File: src/rtl/stack_sequencer.sv
// Multi-cycle PUSH/POP sequencer for the writeback stage: reads SP, bounds-checks,
// performs the data-memory access, writes the destination register and updates SP.
module stack_sequencer #(
  parameter logic [4:0]  SP_IDX = 5'd7,
  parameter logic [15:0] SP_LO  = 16'h0100,
  parameter logic [15:0] SP_HI  = 16'h0200
) (
  input  logic        clk,
  input  logic        reset,
  input  logic        req_valid,
  output logic        req_ready,
  input  logic        req_is_pop,
  input  logic [15:0] req_data,
  input  logic [4:0]  req_dst,
  output logic        reg_r_en,
  output logic [4:0]  reg_r_idx,
  input  logic [15:0] reg_r_data,
  output logic        reg_w_en,
  output logic [4:0]  reg_w_idx,
  output logic [15:0] reg_w_data,
  output logic        mem_r_en,
  output logic [15:0] mem_r_addr,
  input  logic [15:0] mem_r_data,
  output logic        mem_w_en,
  output logic [15:0] mem_w_addr,
  output logic [15:0] mem_w_data,
  output logic        done,
  output logic        fault,
  output logic        busy
);

  typedef enum logic [2:0] {
    S_IDLE  = 3'd0,
    S_RSP   = 3'd1,
    S_CHK   = 3'd2,
    S_PUSH  = 3'd3,
    S_PRD   = 3'd4,
    S_PWB   = 3'd5,
    S_WSP   = 3'd6,
    S_FAULT = 3'd7
  } state_t;

  state_t      state_r;
  logic [15:0] sp_r;
  logic        is_pop_r;
  logic [15:0] data_r;
  logic [4:0]  dst_r;

  logic        req_ready_r;
  logic        reg_r_en_r;
  logic [4:0]  reg_r_idx_r;
  logic        reg_w_en_r;
  logic [4:0]  reg_w_idx_r;
  logic [15:0] reg_w_data_r;
  logic        pwb_r;
  logic        mem_r_en_r;
  logic [15:0] mem_r_addr_r;
  logic        mem_w_en_r;
  logic [15:0] mem_w_addr_r;
  logic [15:0] mem_w_data_r;
  logic        done_r;
  logic        fault_r;
  logic        busy_r;

  logic        bounds_fault_s;

  // Bounds check evaluated on the SP value arriving in the CHK cycle.
  always_comb begin
    bounds_fault_s = 1'b0;
    if (is_pop_r) begin
      bounds_fault_s = (reg_r_data >= SP_HI);
    end else begin
      bounds_fault_s = (reg_r_data <= SP_LO);
    end
  end

  // Sequencer FSM; every output register is loaded with the value for the state being entered.
  always_ff @(posedge clk or posedge reset) begin
    if (reset) begin
      state_r      <= S_IDLE;
      sp_r         <= 16'd0;
      is_pop_r     <= 1'b0;
      data_r       <= 16'd0;
      dst_r        <= 5'd0;
      req_ready_r  <= 1'b0;
      reg_r_en_r   <= 1'b0;
      reg_r_idx_r  <= 5'd0;
      reg_w_en_r   <= 1'b0;
      reg_w_idx_r  <= 5'd0;
      reg_w_data_r <= 16'd0;
      pwb_r        <= 1'b0;
      mem_r_en_r   <= 1'b0;
      mem_r_addr_r <= 16'd0;
      mem_w_en_r   <= 1'b0;
      mem_w_addr_r <= 16'd0;
      mem_w_data_r <= 16'd0;
      done_r       <= 1'b0;
      fault_r      <= 1'b0;
      busy_r       <= 1'b0;
    end else begin
      req_ready_r  <= 1'b0;
      reg_r_en_r   <= 1'b0;
      reg_r_idx_r  <= 5'd0;
      reg_w_en_r   <= 1'b0;
      reg_w_idx_r  <= 5'd0;
      reg_w_data_r <= 16'd0;
      pwb_r        <= 1'b0;
      mem_r_en_r   <= 1'b0;
      mem_r_addr_r <= 16'd0;
      mem_w_en_r   <= 1'b0;
      mem_w_addr_r <= 16'd0;
      mem_w_data_r <= 16'd0;
      done_r       <= 1'b0;
      fault_r      <= 1'b0;
      busy_r       <= 1'b1;
      case (state_r)
        S_IDLE: begin
          if (req_valid && req_ready_r) begin
            is_pop_r    <= req_is_pop;
            data_r      <= req_data;
            dst_r       <= req_dst;
            state_r     <= S_RSP;
            reg_r_en_r  <= 1'b1;
            reg_r_idx_r <= SP_IDX;
          end else begin
            state_r     <= S_IDLE;
            req_ready_r <= 1'b1;
            busy_r      <= 1'b0;
          end
        end
        S_RSP: begin
          state_r <= S_CHK;
        end
        S_CHK: begin
          sp_r <= reg_r_data;
          if (bounds_fault_s) begin
            state_r <= S_FAULT;
            fault_r <= 1'b1;
          end else if (is_pop_r) begin
            state_r      <= S_PRD;
            mem_r_en_r   <= 1'b1;
            mem_r_addr_r <= reg_r_data;
          end else begin
            state_r      <= S_PUSH;
            mem_w_en_r   <= 1'b1;
            mem_w_addr_r <= reg_r_data - 16'd1;
            mem_w_data_r <= data_r;
          end
        end
        S_PUSH: begin
          state_r      <= S_WSP;
          reg_w_en_r   <= 1'b1;
          reg_w_idx_r  <= SP_IDX;
          reg_w_data_r <= sp_r - 16'd1;
          done_r       <= 1'b1;
        end
        S_PRD: begin
          // Popped value is only on mem_r_data during PWB, so it is muxed straight through.
          state_r     <= S_PWB;
          reg_w_en_r  <= 1'b1;
          reg_w_idx_r <= dst_r;
          pwb_r       <= 1'b1;
        end
        S_PWB: begin
          state_r      <= S_WSP;
          reg_w_en_r   <= 1'b1;
          reg_w_idx_r  <= SP_IDX;
          reg_w_data_r <= sp_r + 16'd1;
          done_r       <= 1'b1;
        end
        S_WSP, S_FAULT: begin
          state_r     <= S_IDLE;
          req_ready_r <= 1'b1;
          busy_r      <= 1'b0;
        end
        default: begin
          state_r     <= S_IDLE;
          req_ready_r <= 1'b0;
          busy_r      <= 1'b0;
        end
      endcase
    end
  end

  assign req_ready  = req_ready_r;
  assign reg_r_en   = reg_r_en_r;
  assign reg_r_idx  = reg_r_idx_r;
  assign reg_w_en   = reg_w_en_r;
  assign reg_w_idx  = reg_w_idx_r;
  assign reg_w_data = pwb_r ? mem_r_data : reg_w_data_r;
  assign mem_r_en   = mem_r_en_r;
  assign mem_r_addr = mem_r_addr_r;
  assign mem_w_en   = mem_w_en_r;
  assign mem_w_addr = mem_w_addr_r;
  assign mem_w_data = mem_w_data_r;
  assign done       = done_r;
  assign fault      = fault_r;
  assign busy       = busy_r;

endmodule
File: config.mk
export PLATFORM = sky130hd
export DESIGN_NAME = stack_sequencer
export DESIGN_NICKNAME = d
export VERILOG_FILES = /design/src/rtl/stack_sequencer.sv
export SDC_FILE = /design/constraint.sdc
export NUM_CORES = 1
export LEC_CHECK = 0
export CORE_UTILIZATION = 45
export CTS_BUF_LIST = sky130_fd_sc_hd__clkbuf_4
export CTS_CLUSTER_SIZE = 24
export DETAILED_ROUTE_END_ITERATION = 6
export PLACE_DENSITY = 0.8
export SETUP_SLACK_MARGIN = 0.4
export SKIP_CTS_REPAIR_TIMING = 1
export SLEW_MARGIN = 20
export SYNTH_ARGS = -nofsm -noshare
export SYNTH_HDL_FRONTEND = slang
export SYNTH_SLANG_ARGS = --single-unit
File: constraint.sdc
create_clock -name clk -period 3.9 [get_ports clk]
set_input_delay 0.78 -clock clk [delete_from_list [all_inputs] [get_ports clk]]
set_output_delay 0.78 -clock clk [all_outputs]
set_load 0.02 [all_outputs]
==> metrics.cfg <==
[status]
status=finished clean

[worst_hold_path]
hold_path.startpoint=data_r[3]
hp-class=reg -> reg

[floorplanning]
ios=139
coreArea_sq_mm=0.0114
die_h_microns=110
start_util_pct=46.1
die-area_sq_mm=0.0121
die_w_microns=110
rows=39

[setup_path]
cp_max_fo=18
startpoint=state_r[2]
cp_slowest_cell=ha_1
r2r_start=state_r[2]
cp_top_family=simple AND/OR/NAND/NOR gates
cp-end-kind=register
arrival_ns=3.58
cp_num_buf_inv=0
crit_type=reg -> reg
cp_cell_sequence=nor2b_1, nand2_1, ha_1, and2_1, a32o_1, or3b_2, a211oi_1, nor3_1
cpPeakStageDelay_ns=0.56
crit_required_ns=4.30
start_kind=register

[route]
num_vias=3668
via_per_inst=4.99
routed_wl_microns=11100
dr.pass1.iters=4
drc=0
ant_nets=0
drt_iter0_markers=173
wl_per_cell_microns=15.1

[global_routing]
antenna_found_initial=0
grt_overflow_total=0
grt_max_degree=84
grt_pass1_vias=3687
grt_use_total_pct=19.7
grt_pass1_wl_microns=18000

[cells_and_area]
regArea_sq_mm=0.00298
finish.utilization_pct=62.1
fin_nets=654
area_growth_pct=34.7
multiInputGateArea_sq_mm=0.00218
drive_above_1_share_pct=18.3
nFillCells=908
fin_cells=735

[yosys]
yosys.area_share.simple_pct=13.6
yosys_warnings=0
synthMuxAreaShare_pct=11.7
seq_area_frac_synth_pct=56.6
synth.distinct_cells=57
syn_area_sq_mm=0.00527
syn_avg_cell_area_sq_um=12.3
synth_xor_area_share_pct=2.99
synth_cells=429
async_reset_ff_share_pct=100
synth_edf_count=0
synthFlopType=dfrtp_1
synth-adder-area-share_pct=4.66
ys_ff_latch=119
synth_compound_area_share_pct=7.84
synth_top_family_by_area=simple AND/OR/NAND/NOR gates

[sta]
tightest_slew_ns=0.907
fin_crit_sh_pct=81.6
final_hold_viol_count=0
clock_skew_ns=0.0177
tns_ns=0
slew_viol_final=0
max-slew-margin-rel_pct=39.5
setup_viol_count_final=0
fmax_ghz=0.314
min_period_ns=3.18
rsz0062_at_grt=no

[power_and_ir_drop]
p_leak_nw=3.12
power_density_mw_per_mm2=762
pwr-share-seq_pct=34.9
swShare_pct=37.2
p_comb_share_pct=47.8
switchingPower_w=0.00201
peakVddDrop_uv=392
finalPower_w=0.00541
p_int_w=0.00339
clockPowerShare_pct=17.2

[clock_tree]
clk_path_buf_depth=2
clk_latency_ns=0.51
cts_buffers=17
cts_sinks=119
cts_tree=done
cts-root-buf=clkbuf_4
cts.clk_slew.worst_paths_ns=0.11
htreeDepth=4

[placement]
dp_cells=702
hpwl_microns=8170
port_buffers=136
gp_congestion=0.840

[run]
maxCapViolCount=0

==> cell type report <==
class	count	area share [%]
Clock inverter	14	2.45
Sequential cell	119	42.0
Clock buffer	18	1.91
Antenna cell	1	0.0353
Multi-Input combinational cell	292	30.8
Tap cell	143	2.52
Timing Repair Buffer	140	19.8
Inverter	8	0.512
==> synthesized netlist by cell type, types with 3 or more instances <==
| cell | number | area share (%) |
|---|---|---|
| a21oi_1 | 15 | 1.4 |
| nand2_1 | 25 | 1.8 |
| nor2_1 | 33 | 2.4 |
| mux2_2 | 51 | 11 |
| inv_1 | 7 | 0.50 |
| xor2_1 | 3 | 0.50 |
| buf_2 | 3 | 0.29 |
| o21a_1 | 4 | 0.57 |
| clkbuf_1 | 7 | 0.50 |
| mux2i_1 | 3 | 0.57 |
| xnor2_1 | 15 | 2.5 |
| and2_4 | 9 | 1.5 |
| o21ai_0 | 11 | 1.0 |
| buf_4 | 5 | 0.71 |
| nand3_1 | 3 | 0.29 |
| ha_1 | 18 | 4.3 |
| a211oi_1 | 4 | 0.57 |
| nand2b_1 | 6 | 0.71 |
| dfrtp_1 | 119 | 57 |
| a21boi_0 | 4 | 0.57 |
| nor2b_1 | 3 | 0.36 |
| and2_1 | 18 | 2.1 |
| nor3_1 | 13 | 1.2 |
| a21o_1 | 10 | 1.4 |
==> registers in the layout, summed over array words and instances, names as in the netlist, 3 cells and up <==
name	count
reg_w_data_r	16
data_r	16
mem_r_addr	16
mem_w_addr	16
mem_w_data	16
state_r	3
dst_r	5
sp_r	16
reg_w_idx	5
==> routing by layer <==
layer,share of wire [%],track usage (%),vias up
met4,1.6,8.08,0
met5,0,0,-
met1,45,26.3,1767
met2,48,30.5,96
li1,-,-,1789
met3,5.2,5.47,16
==> placed cells by master (no fill, tap or decap), types with 5 or more instances in the layout <==
cell type          n
inv_1              6
o21ai_0           11
clkdlybuf4s50_1  136
a21oi_1           15
nor3_1            13
ha_1              18
conb_1             9
and2_4             9
clkbuf_4          18
clkinvlp_4         5
dfrtp_1          119
a21o_1            10
xnor2_1           15
nand2b_1           6
mux2_2            51
and2_1            18
nand2_1           25
nor2_1            33
==> per-stage QoR <==
stage | hold slack (ns) | area (sq um) | setup WS (ns)
6_report | 0.488 | 7090 | 0.719
5_1_grt | 0.497 | 7090 | 0.472
4_1_cts | 0.487 | 7090 | 0.746
3_5_place_dp | 0.464 | 6780 | 0.774
3_3_place_gp | 0.453 | 6780 | 0.879
2_1_floorplan | 0.446 | 5300 | 1.12
==> power groups by stage <==
| stage | Clock, W | Combinational (W) | Sequential [W] |
|---|---|---|---|
| 2_1_floorplan | 0 | 0.00162 | 0.00200 |
| 3_3_place_gp | 0 | 0.00250 | 0.00190 |
| 3_5_place_dp | 0 | 0.00258 | 0.00192 |
| 4_1_cts | 0.000961 | 0.00259 | 0.00189 |
| 5_1_grt | 0.00102 | 0.00283 | 0.00194 |
| 6_report | 0.000931 | 0.00259 | 0.00189 |
==> kinds of logic after synthesis <==
group,count (synthesis)
muxes,55
AOI/OAI and AO/OA,62
DFF,119
other,1
xor gates and xnor gates,18
buffers and inverters,26
and+or+nand+nor,129
adders and majority gates,19
==> path summary, 6_finish.rpt <==
| path | to | slack (ns) | cells after the start |
|---|---|---|---|
| min reg2reg | mem_w_data[3] | 0.49 | 1 |
| max reg2reg | reg_w_data_r[14] | 0.72 | 8 |
| max in group asynchronous | sp_r[10] | 2.27 | 3 |
| max | reg_w_data_r[14] | 0.72 | 8 |
| min in group asynchronous | mem_w_data[13] | 0.75 | 2 |
| min | mem_w_data[3] | 0.49 | 1 |
Note: power is estimated with default switching activity, not from simulation.
